--- config.mk ---
export PLATFORM = sky130hd
export DESIGN_NAME = serial_add_sched
export DESIGN_NICKNAME = d
export VERILOG_FILES = /design/src/rtl/serial_add_sched.sv
export SDC_FILE = /design/constraint.sdc
export NUM_CORES = 1
export LEC_CHECK = 0
export ABC_AREA = 0
export CORE_ASPECT_RATIO = 2
export CORE_MARGIN = 2
export CORE_UTILIZATION = 45
export DETAILED_ROUTE_END_ITERATION = 6
export MAX_ROUTING_LAYER = met4
export PLACE_DENSITY = 0.76
export SLEW_MARGIN = 15
export SYNTH_ARGS = -nofsm -noshare
export SYNTH_HDL_FRONTEND = slang
export SYNTH_HIERARCHICAL = 1
export SYNTH_SLANG_ARGS = --single-unit
--- constraint.sdc ---
create_clock -name clk -period 1.65 [get_ports clk]
set_input_delay 0.33 -clock clk [delete_from_list [all_inputs] [get_ports clk]]
set_output_delay 0.33 -clock clk [all_outputs]
set_load 0.005 [all_outputs]
--- src/rtl/serial_add_sched.sv ---
// Bit-serial adder shared by two requesters: round-robin accept, one bit per clock
// through a single full-adder cell, registered valid/ready response.
module serial_add_sched #(
  parameter int unsigned WIDTH = 8
) (
  input  logic             clk,
  input  logic             rst_n,
  input  logic             r0_valid,
  output logic             r0_ready,
  input  logic [WIDTH-1:0] r0_a,
  input  logic [WIDTH-1:0] r0_b,
  input  logic             r0_cin,
  input  logic             r1_valid,
  output logic             r1_ready,
  input  logic [WIDTH-1:0] r1_a,
  input  logic [WIDTH-1:0] r1_b,
  input  logic             r1_cin,
  output logic             rsp_valid,
  input  logic             rsp_ready,
  output logic             rsp_id,
  output logic [WIDTH-1:0] rsp_sum,
  output logic             rsp_cout,
  output logic             busy
);

  localparam int unsigned CW = $clog2(WIDTH) + 1;

  typedef enum logic [1:0] {IDLE, RUN, RESP} state_t;

  state_t           state;
  logic [WIDTH-1:0] a_sh;
  logic [WIDTH-1:0] b_sh;
  logic [WIDTH-1:0] sum_sh;
  logic [WIDTH-1:0] sum_next;
  logic             carry;
  logic [CW-1:0]    cnt;
  logic             id;
  logic             last_grant;
  logic             fa_s;
  logic             fa_cout;
  logic             gnt0;
  logic             gnt1;

  // Round-robin: on contention the port that did not win last time is granted.
  assign gnt0     = (state == IDLE) && r0_valid && (!r1_valid || last_grant);
  assign gnt1     = (state == IDLE) && r1_valid && (!r0_valid || !last_grant);
  assign r0_ready = gnt0;
  assign r1_ready = gnt1;

  adder_1_bit u_fa (
    .a    (a_sh[0]),
    .b    (b_sh[0]),
    .cin  (carry),
    .s    (fa_s),
    .cout (fa_cout)
  );

  // New sum bit enters at the MSB; shift form avoids an empty slice when WIDTH=1.
  assign sum_next = (sum_sh >> 1) | (WIDTH'(fa_s) << (WIDTH - 1));

  always_ff @(posedge clk or negedge rst_n) begin
    if (!rst_n) begin
      state      <= IDLE;
      a_sh       <= '0;
      b_sh       <= '0;
      sum_sh     <= '0;
      carry      <= 1'b0;
      cnt        <= '0;
      id         <= 1'b0;
      last_grant <= 1'b1;
      rsp_valid  <= 1'b0;
      rsp_id     <= 1'b0;
      rsp_sum    <= '0;
      rsp_cout   <= 1'b0;
      busy       <= 1'b0;
    end else begin
      case (state)
        IDLE: begin
          if (gnt0 || gnt1) begin
            a_sh       <= gnt1 ? r1_a : r0_a;
            b_sh       <= gnt1 ? r1_b : r0_b;
            carry      <= gnt1 ? r1_cin : r0_cin;
            cnt        <= '0;
            id         <= gnt1;
            last_grant <= gnt1;
            state      <= RUN;
            busy       <= 1'b1;
          end
        end
        RUN: begin
          sum_sh <= sum_next;
          a_sh   <= a_sh >> 1;
          b_sh   <= b_sh >> 1;
          carry  <= fa_cout;
          cnt    <= cnt + CW'(1);
          if (cnt == CW'(WIDTH - 1)) begin
            state     <= RESP;
            rsp_valid <= 1'b1;
            rsp_sum   <= sum_next;
            rsp_cout  <= fa_cout;
            rsp_id    <= id;
          end
        end
        RESP: begin
          if (rsp_ready) begin
            state     <= IDLE;
            rsp_valid <= 1'b0;
            busy      <= 1'b0;
          end
        end
        default: begin
          state     <= IDLE;
          rsp_valid <= 1'b0;
          busy      <= 1'b0;
        end
      endcase
    end
  end

endmodule

// Single full-adder cell.
module adder_1_bit (
  input  logic a,
  input  logic b,
  input  logic cin,
  output logic s,
  output logic cout
);
  assign s    = a ^ b ^ cin;
  assign cout = (a & b) | (cin & (a ^ b));
endmodule

Word-level counts from Yosys, hierarchy flattened:

Index checks and enable logic that the tools add are counted.

* register bits after elaboration: 45
* logic and storage cells: 66

* add/subtract/negate cells: 1
* equality and inequality tests: 6
* multiplexer cells: 20
* bitwise operators: 8
* reductions and logical operators: 18

Operator list (count)
* $mux W8: 4
* $pmux W8 S2: 2
* $reduce_and A3 Y1: 3
* $or A7 B8 Y8: 1
* $pmux W4 S2: 1
* $mux W2: 3
* $pmux W1 S3: 2
* $pmux W2 S3: 1
* $reduce_and A2 Y1: 3
* $mux W1: 5
* $add A4 B1 Y4 const B: 1
* $eq A4 B3 Y1 const B: 1
* $logic_and A1 B1 Y1: 4
* $mux W4: 1
* $ne A2 B2 Y1 const B: 2
* $logic_not A1 Y1: 3
* $logic_or A1 B1 Y1: 3
* $and A1 B1 Y1: 2
* $eq A2 B1 Y1 const B: 1
* $eq A2 B2 Y1 const B: 1
* $logic_not A2 Y1: 1
* $ne A2 B1 Y1 const B: 1
* $not A1 Y1: 2
* $pmux W1 S2: 1
* other kinds (3): 4

Logic depth before layout (Yosys ltp):

Gate-level depths: netlist of the first run.

* depth after elaboration: 6
* gate-level depth with buffers: 6
* gate-level depth less buffers: 4

Modules after synthesis:

Netlist of the first run, hierarchy kept.

By module, submodules not included
* serial_add_sched: times used 1, cells an instance 230, area each 2332.2 µm², seq. area each 1102.3 µm²
* adder_1_bit: times used 1, cells an instance 1, area each 20.0 µm², seq. area each 0.0 µm²

Least setup slack after synthesis of the first run:

No wires, ideal clock.

* kind: reg2out
* from: register state[1]
* to: output port r1_ready
* data arrival time: 1264 ps
* data required time: 1320 ps
* setup slack: 56 ps
* cell stages (with the launch flop): 5
* buffers on the path: 2
* path through: dfrtp_1 -> buf_2 -> or3b_1 -> buf_2 -> nor2_4

* cells in the longest elaborated chain, start to end: 3

RTL lines
* start, declared: RTL line 30 `state_t state;`
* start signal, assigned: RTL line 63 `state <= IDLE;`
* start signal, assigned: RTL line 86 `state <= RUN;`
* start signal, assigned: RTL line 97 `state <= RESP;`
* $logic_not A2 Y1: RTL line 46 `assign gnt1 = (state == IDLE) && r1_valid && (!r0_valid || !last_grant);`
* $logic_and A1 B1 Y1 (2 in a row): RTL line 46
* end, declared: RTL line 14 `output logic r1_ready,`

No other way between the ends.

Final worst setup path of the first run:

Ends and elaborated chain as after synthesis.

==> impl_metrics.json, run 1 <==
{
  "synth_top_area_cell": "dfrtp_1",
  "routed_wl_um": 6002,
  "synth_cells": 231,
  "power.internal_mw": 3.449,
  "p_sw_share_pct": 37.46,
  "drv_slew": 0,
  "yosysSeqAreaShare_pct": 46.86,
  "synth_top_area_share_pct": 45.74,
  "die_area_mm2": 0.005857,
  "worstPathArrival_ps": 1360,
  "synthTopCellsByArea": "dfrtp_1 46%, a2111oi_2 7.0%, nand2_1 5.1%",
  "final_cell_mix": "47 x clkdlybuf4s50_1, 43 x dfrtp_1, 32 x nand2_1",
  "worstHoldPathType": "in -> reg",
  "crit_type": "reg -> out",
  "cp_max_fo": 3,
  "vdd_drop_max_mv": 1.134,
  "wl_met2_um": 3371,
  "detail-route-antenna-nets": 0,
  "clk_latency_ps": 300,
  "grt_max_degree": 27,
  "pwr-share-clk_pct": 15.3,
  "layout.cells.most_common": "clkdlybuf4s50_1",
  "combPwrFrac_pct": 49.9,
  "cts.sinks": 44,
  "track_usage_pct": 23.99,
  "violations": "setup timing",
  "clock_skew_ps": 5.632,
  "post-route-period-util_pct": 102.7,
  "hold_start": "r0_valid",
  "cts.clk_slew.worst_paths_ps": 90,
  "cts_tree": "built",
  "seqPwrFrac_pct": 34.7,
  "max_freq_ghz": 0.5902,
  "hpwl_um": 4198,
  "rsz0062_at_grt": "yes",
  "first_pass_iters": 4,
  "syn-cell-area_mm2": 0.002352,
  "final.setup.tns_ps": -45.42,
  "avgSynthCellArea_um2": 10.18,
  "pin_count": 53,
  "yosysWarnings": 6,
  "wl_met1_um": 2295,
  "tightest_slew_ps": 372.7,
  "cp-end-kind": "output port",
  "power_mw": 5.515,
  "viasPerCell": 5.680,
  "num_vias": 2062,
  "highest_layer": "met4",
  "num_antenna_cells": 0,
  "power_leakage_nw": 1.457,
  "placeableCoreArea_mm2": 0.005092,
  "clockBufferDepth": 2,
  "synth_cell_types": 42,
  "fill_cells": 391,
  "drive_above_1_share_pct": 28.20,
  "p_switching_mw": 2.066,
  "final_nets": 345,
  "timing.rr.start": "state[1]$_DFFE_PN0P_",
  "antenna_found_initial": 0,
  "grt_first_pass_wirelength_um": 9977,
  "die_w_um": 55.13,
  "cts_buffers": 5,
  "syn2layout_area_growth_pct": 45.64,
  "drc_errors": 0,
  "cts_max_level": 2,
  "overflow": 0,
  "synth-seq-cells": 44,
  "maxSlewHeadroom_pct": 75.00,
  "port_buffers": 52,
  "required_ps": 1320,
  "max_cap_viol_count": 0,
  "initial_utilization_pct": 46.19,
  "wl_per_cell_um": 16.53,
  "status": "finished, violations left",
  "row_count": 37,
  "hold_violations": 0,
  "die_h_um": 106.2,
  "drt_iter0_drc": 37,
  "p_per_area_mw_per_mm2": 1610,
  "holdWs_ps": 399.4,
  "post-route-min-period_ps": 1694,
  "gp_congestion": 0.8752,
  "grt_pass1_vias": 2122,
  "cts_root_buf": "clkbuf_8",
  "crit_start": "state[1]$_DFFE_PN0P_",
  "finalWorstSetupSlack_ps": -44.41,
  "wl_met3_um": 155,
  "synth_fp_nets": 272,
  "finalSetupViolations": 2,
  "critPathLaunchType": "flip-flop"
}
==> synthesized netlist by cell type <==
| master | count |
|---|---|
| a2111oi_2 | 11 |
| o21a_1 | 1 |
| or3b_1 | 1 |
| nor2_1 | 15 |
| a211o_1 | 11 |
| or2_2 | 2 |
| a31oi_1 | 1 |
| a21o_1 | 1 |
| and2_1 | 5 |
| buf_4 | 2 |
| nor3_2 | 1 |
| dfrtp_1 | 43 |
| a221oi_1 | 4 |
| inv_1 | 12 |
| mux2_2 | 10 |
| o211ai_1 | 4 |
| nor3_1 | 11 |
| nor3_4 | 1 |
| fa_1 | 1 |
| or2_1 | 1 |
| clkbuf_1 | 4 |
| nor2_4 | 1 |
| buf_2 | 9 |
| or2b_1 | 1 |
| nand2_1 | 32 |
| o221ai_1 | 2 |
| dfstp_2 | 1 |
| o31ai_1 | 1 |
| mux2i_1 | 1 |
| nor2b_1 | 1 |
| nand3_1 | 12 |
| and3_1 | 1 |
| a211oi_1 | 11 |
| o21ai_0 | 7 |
| nor3b_1 | 1 |
| o22ai_1 | 1 |
| nor3b_4 | 1 |
| buf_6 | 2 |
| nand4_1 | 1 |
| nand2b_2 | 1 |
| nor2_2 | 1 |
| ha_1 | 1 |
==> layout make-up <==
cell class / count / area, um2 / area share, %
multi-input cells: 158 / 1262 / 36.85
flip-flops and latches: 44 / 1102 / 32.18
repair buffers: 83 / 827.0 / 24.14
well taps: 58 / 72.57 / 2.118
clock buffers: 5 / 68.82 / 2.009
clock inverters: 3 / 47.55 / 1.388
inverters: 12 / 45.04 / 1.315
==> timing repair <==
item / in CTS / in global routing
setup buffers: 3 / 0
gates resized for setup: 16 / 31
gates cloned: 0 / 1
hold buffers: 1 / 0
pin swaps: 3 / 6
hold endpoints to repair: 18 / 0
setup endpoints to repair: 6 / 29
==> through the flow <==
step	instances	util, %	worst slack [ps]	cell area [um2]
6_report	363	67.27	-44.41	3426
5_1_grt	363	67.27	-89.27	3426
4_1_cts	362	63.69	-35.49	3243
3_5_place_dp	350	60.39	-534.8	3075
3_3_place_gp	350	60.39	-525.4	3075
2_1_floorplan	231	-	55.96	2352
==> power groups by stage <==
stage / clock network, mW / logic, mW / registers [mW]
after floorplan: 0 / 1.48 / 1.86
after global placement: 0 / 2.34 / 1.90
after detailed placement: 0 / 2.43 / 1.92
after CTS: 0.861 / 2.47 / 1.90
after global routing: 0.903 / 3.04 / 1.98
final: 0.845 / 2.75 / 1.92
==> flip-flops by register name, indices dropped and copies added, names as in the netlist, 2 cells and up <==
name	cells
state	2
b_sh	8
cnt	4
a_sh	8
sum_sh	7
rsp_sum	8
==> cell families after synthesis <==
logic type               share of synthesized area (%)
multiplexers                                     5.213
adder cells (fa/ha/maj)                          1.383
AO/OA/AOI/OAI                                    21.12
buffers and inverters                            6.063
AND/OR/NAND/NOR                                  19.36
flip-flops                                       46.86
==> worst paths after layout <==
kind	to	slack [ps]	cells past startpoint
max in group asynchronous	last_grant$_DFFE_PN1P_	790	3
min	last_grant$_DFFE_PN1P_	400	3
max	r1_ready	-40	3
max reg2reg	carry$_DFFE_PN0P_	0	6
min reg2reg	sum_sh[1]$_DFFE_PN0P_	490	2
min in group asynchronous	b_sh[6]$_DFFE_PN0P_	530	3
==> worst max-delay path, stage by stage, from the launching register on <==
cell	delay (ps)
dfrtp_1	440
or3b_4	420
nor2_4	100
buf_2	110
==> metal layers <==
layer	track usage, %	vias up
met2	38.44	60
met3	3.511	13
met1	27.95	1013
met4	12.37	0
li1	-	976
met5	-	-
Note: power is estimated with default switching activity, not from simulation.
==> run 2, diff against run 1 <==
CAP_MARGIN = 30   (was not set)
CTS_CLUSTER_DIAMETER = 30   (was not set)
MAX_ROUTING_LAYER = not set   (was met4)
==> impl_metrics.json, run 2 (synthesis results as in run 1) <==
{
  "final_nets": 345,
  "initial_utilization_pct": 46.19,
  "finalSetupViolations": 1,
  "rsz0062_at_grt": "yes",
  "cp_max_fo": 3,
  "post-route-period-util_pct": 102.0,
  "cp-end-kind": "output port",
  "die_h_um": 106.2,
  "cts_max_level": 2,
  "largestRegisters": "a_sh x8, b_sh x8, rsp_sum x8",
  "p_sw_share_pct": 37.52,
  "num_vias": 2072,
  "gp_congestion": 0.8614,
  "drt_iter0_drc": 45,
  "cts_root_buf": "clkbuf_8",
  "post-route-min-period_ps": 1683,
  "status": "finished, violations left",
  "power_leakage_nw": 1.458,
  "clk_latency_ps": 300,
  "num_antenna_cells": 0,
  "holdWs_ps": 400.9,
  "grt_max_degree": 27,
  "pin_count": 53,
  "utilization_pct": 67.37,
  "drive_above_1_share_pct": 28.52,
  "power_mw": 5.525,
  "dp_slack_ps": -534.8,
  "final_cell_mix": "47 x clkdlybuf4s50_1, 43 x dfrtp_1, 32 x nand2_1",
  "track_usage_pct": 23.42,
  "placeableCoreArea_mm2": 0.005092,
  "worstPathArrival_ps": 1350,
  "first_pass_iters": 4,
  "worstPathCellList": "or3b_4 > nor2_4 > buf_2",
  "cts.clk_slew.worst_paths_ps": 90,
  "violations": "setup timing",
  "worstHoldPathType": "in -> reg",
  "layout.cells.most_common": "clkdlybuf4s50_1",
  "overflow": 0,
  "stdcell_count": 363,
  "combPwrFrac_pct": 50.1,
  "drv_slew": 0,
  "die_w_um": 55.13,
  "clock_skew_ps": 4.709,
  "row_count": 37,
  "die_area_mm2": 0.005857,
  "maxSlewHeadroom_pct": 74.99,
  "hpwl_um": 4198,
  "tightest_slew_ps": 372.9,
  "port_buffers": 52,
  "vdd_drop_max_mv": 1.132,
  "crit_path_max_incr_delay_ps": 430,
  "wl_per_cell_um": 16.56,
  "final.setup.tns_ps": -33.04,
  "fill_cells": 389,
  "p_per_area_mw_per_mm2": 1610,
  "cts_tree": "built",
  "place_area_mm2": 0.003075,
  "crit_type": "reg -> out",
  "drc_errors": 0,
  "routed_wl_um": 6011,
  "cts.sinks": 44,
  "critPathSlowestCell": "dfrtp_1",
  "p_switching_mw": 2.073,
  "finalInstanceArea_mm2": 0.003431,
  "max_freq_ghz": 0.5942,
  "viasPerCell": 5.708,
  "power.internal_mw": 3.452,
  "cts_buffers": 5,
  "pwr-share-clk_pct": 15.3,
  "required_ps": 1320,
  "grt_pass1_vias": 2123,
  "hold_violations": 0,
  "antenna_found_initial": 0,
  "seqPwrFrac_pct": 34.6,
  "clockBufferDepth": 2,
  "dp.cells": 350,
  "max_cap_viol_count": 0,
  "detail-route-antenna-nets": 0,
  "critPathLaunchType": "flip-flop",
  "syn2layout_area_growth_pct": 45.85,
  "finalWorstSetupSlack_ps": -33.04,
  "grt_first_pass_wirelength_um": 9991
}
[run 2: cell counts in the layout (fill, tap and decap cells not counted)]
Identical to the previous run, type by type.
[run 2: critical path: cells and delay by family (launching register included)]
kind	cells	cell delay (ps)
AND/OR/NAND/NOR	2	510
flip-flops	1	430
buffers and inverters	1	110
[run 2: cell type report]
cell class | instances | area [um2] | share of cell area, %
multi-input combinational | 158 | 1267 | 36.94
sequential | 44 | 1102 | 32.13
timing repair buffer | 83 | 827.0 | 24.11
tap | 58 | 72.57 | 2.115
clock buffer | 5 | 68.82 | 2.006
clock inverter | 3 | 47.55 | 1.386
inverter | 12 | 45.04 | 1.313
[run 2: path summary, 6_finish.rpt]
path                                            start                     end  slack [ps]  cells after the start
worst max register to register   state[1]$_DFFE_PN0P_       carry$_DFFE_PN0P_          10                      6
worst max-delay path             state[1]$_DFFE_PN0P_                r1_ready         -30                      3
worst min register to register  sum_sh[1]$_DFFE_PN0P_   sum_sh[1]$_DFFE_PN0P_         490                      2
min in group asynchronous                       rst_n     b_sh[6]$_DFFE_PN0P_         530                      3
worst min-delay path                         r0_valid  last_grant$_DFFE_PN1P_         400                      3
max in group asynchronous                       rst_n  last_grant$_DFFE_PN1P_         780                      3
[run 2: power groups by stage]
stage          sequential, mW  clock [mW]  combinational [mW]
2_1_floorplan            1.86           0                1.48
3_3_place_gp             1.90           0                2.34
3_5_place_dp             1.92           0                2.43
4_1_cts                  1.90       0.861                2.47
5_1_grt                  1.98       0.903                3.05
6_report                 1.91       0.844                2.77
[run 2: layer usage]
metal / global-route usage (%) / up-vias / share of wire (%)
met5: 0 / - / 0
met4: 12.37 / 0 / 3.0
met3: 3.511 / 15 / 3.0
met2: 38.27 / 67 / 56
met1: 28.23 / 1013 / 38
li1: - / 977 / -
[run 2: repair_timing]
action                                  CTS  global route
endpoints found under the setup margin    6            29
setup buffers                             3             0
resized for setup                        16            32
hold endpoints to repair                 18             0
cloned                                    0             1
hold buffers                              1             0
pin swaps                                 3             6
==> run 3, diff against run 2 <==
CORE_MARGIN = 5   (was 2)
CORE_UTILIZATION = 44   (was 45)
CTS_CLUSTER_SIZE = 28   (was not set)
SYNTH_HIERARCHICAL = not set   (was 1)
==> impl_metrics.json, run 3 <==
{
  "cts_max_level": 2,
  "post-route-period-util_pct": 96.80,
  "die_h_um": 107.5,
  "routed_wl_um": 4308,
  "max_freq_ghz": 0.6261,
  "overflow": 0,
  "yosys_most_used_dff": "dfrtp_1",
  "drc_errors": 0,
  "clk_latency_ps": 300,
  "required_ps": 1830,
  "cts_buffers": 5,
  "synth_fp_nets": 214,
  "cp-end-kind": "flip-flop",
  "layout.cells.most_common": "clkdlybuf4s50_1",
  "synth_cells": 173,
  "num_vias": 1575,
  "synth_top_area_share_pct": 51.50,
  "clock_skew_ps": 6.333,
  "die_w_um": 58.73,
  "status": "finished, final reports clean",
  "syn-cell-area_mm2": 0.002090,
  "wl_per_cell_um": 14.55,
  "gp_congestion": 0.8112,
  "cts_root_buf": "clkbuf_8",
  "drv_slew": 0,
  "final_cell_mix": "47 x clkdlybuf4s50_1, 43 x dfrtp_1, 19 x nor2_1, 19 x mux2_2",
  "row_count": 35,
  "utilization_pct": 62.86,
  "crit_start": "state[0]$_DFFE_PN0P_",
  "holdWs_ps": 505.3,
  "vdd_drop_max_mv": 1.258,
  "finalSetupViolations": 0,
  "power_mw": 4.631,
  "avgSynthCellArea_um2": 12.08,
  "hold_violations": 0,
  "cts_tree": "built",
  "detail-route-antenna-nets": 0,
  "final.setup.tns_ps": 0,
  "hpwl_um": 3176,
  "worstHoldPathType": "in -> async",
  "synth_cell_types": 32,
  "p_per_area_mw_per_mm2": 1602,
  "syn2layout_area_growth_pct": 38.32,
  "timing.rr.start": "state[0]$_DFFE_PN0P_",
  "grt_first_pass_wirelength_um": 7182,
  "drt_iter0_drc": 22,
  "maxSlewHeadroom_pct": 70.03,
  "drive_above_1_share_pct": 24.07,
  "worstPathArrival_ps": 1780,
  "critPathLaunchType": "flip-flop",
  "synth_top_area_cell": "dfrtp_1",
  "crit_type": "reg -> reg",
  "viasPerCell": 5.321,
  "yosysSeqAreaShare_pct": 52.75,
  "synth_edf_count": 0,
  "pin_count": 53,
  "cts.clk_slew.worst_paths_ps": 80,
  "track_usage_pct": 14.81,
  "final_nets": 281,
  "synth-seq-cells": 44,
  "yosysWarnings": 0,
  "first_pass_iters": 4,
  "largestRegisters": "a_sh x8, b_sh x8, rsp_sum x8",
  "cts.sinks": 44,
  "placeableCoreArea_mm2": 0.004598,
  "power_leakage_nw": 1.300,
  "num_antenna_cells": 0,
  "die_area_mm2": 0.006311,
  "cp_max_fo": 9,
  "clockBufferDepth": 2,
  "antenna_found_initial": 0,
  "grt_pass1_vias": 1576,
  "synthTopCellsByArea": "dfrtp_1 51%, mux2_2 10%, mux2i_1 7.7%",
  "port_buffers": 52,
  "grt_max_degree": 26,
  "tightest_slew_ps": 449.6,
  "ys_async_sr_fraction_pct": 100.0,
  "initial_utilization_pct": 45.44,
  "post-route-min-period_ps": 1597,
  "max_cap_viol_count": 0,
  "yosysMostFrequentCell": "dfrtp_1",
  "synth_commonest_cells": "43 x dfrtp_1, 20 x nor2_1, 19 x mux2_2"
}
==> run 3: cell types whose count changed after synthesis, moves of 9 or more <==
cell       change
nand2_1       -29
a211o_1       -10
mux2i_1       +15
a221oi_1      +11
nand3_1       -11
mux2_2         +9
a2111oi_2     -11
nor3_1         -9
a211oi_1      -11
==> run 3: final cells by class <==
cell class,count,area [um2]
Fill cell,359,1708
Clock buffer,7,86.33
Timing Repair Buffer,70,685.7
Clock inverter,1,7.507
Tap cell,55,68.82
Sequential cell,44,1102
Inverter,16,60.06
Multi-Input combinational cell,103,879.6
==> run 3: report_power, final <==
group          internal (mW)  switching (mW)  leakage [nW]  total, mW
clock                  0.340           0.359        0.0445      0.699
sequential              1.61           0.330         0.525       1.94
combinational           1.19           0.802         0.730       1.99
total                   3.14            1.49          1.30       4.63
==> run 3: kinds of logic (layout without fill, tap and decap cells) <==
logic type | Yosys count | after routing | share of synthesized area [%]
flip-flops | 44 | 44 | 52.75
multiplexers | 35 | 35 | 17.90
AND/OR/NAND/NOR | 35 | 36 | 8.563
AO/OA/AOI/OAI | 30 | 30 | 11.74
buffers and inverters | 27 | 94 | 7.485
adder cells (fa/ha/maj) | 2 | 2 | 1.557
==> run 3: layer usage <==
metal / up-vias / track usage [%] / routed length, um
met5: - / 0 / 0
met4: 0 / 6.645 / 98
met3: 9 / 3.001 / 165
met2: 38 / 25.79 / 2387
met1: 785 / 16.78 / 1657
li1: 743 / - / -
==> run 3: final timing paths <==
path | to | slack [ps] | depth (start not counted)
setup / recovery | rsp_sum[5]$_DFFE_PN0P_ | 50 | 6
hold / removal | rsp_cout$_DFFE_PN0P_ | 510 | 2
setup reg to reg | rsp_sum[5]$_DFFE_PN0P_ | 50 | 6
hold reg to reg | rsp_sum[2]$_DFFE_PN0P_ | 510 | 1
max in group asynchronous | sum_sh[6]$_DFFE_PN0P_ | 650 | 3
min in group clk | rsp_sum[2]$_DFFE_PN0P_ | 510 | 1
==> run 3: worst max-delay path, stage by stage, from the launching register on <==
cell and delay, ps:
dfrtp_1 400, buf_4 120, buf_4 160, nand2b_4 70, nor3_4 240, buf_12 160
mux2_2 320
==> run 3: what timing repair did <==
action | 4_1_cts | 5_1_grt
endpoints found under the setup margin | 19 | 22
hold buffers | 1 | 0
buffers inserted | 1 | 4
gates resized for setup | 5 | 10
endpoints found under the hold margin | 16 | 0
gates cloned | 0 | 1
pin swaps | 1 | 5
==> run 3: stage by stage <==
step	instances	instance area (um2)	setup WS (ps)
after floorplan	173	2090	83.41
after global placement	282	2704	-421.6
after detailed placement	282	2704	-508.6
after CTS	292	2820	-235.0
after global routing	296	2890	-17.44
final	296	2890	52.79
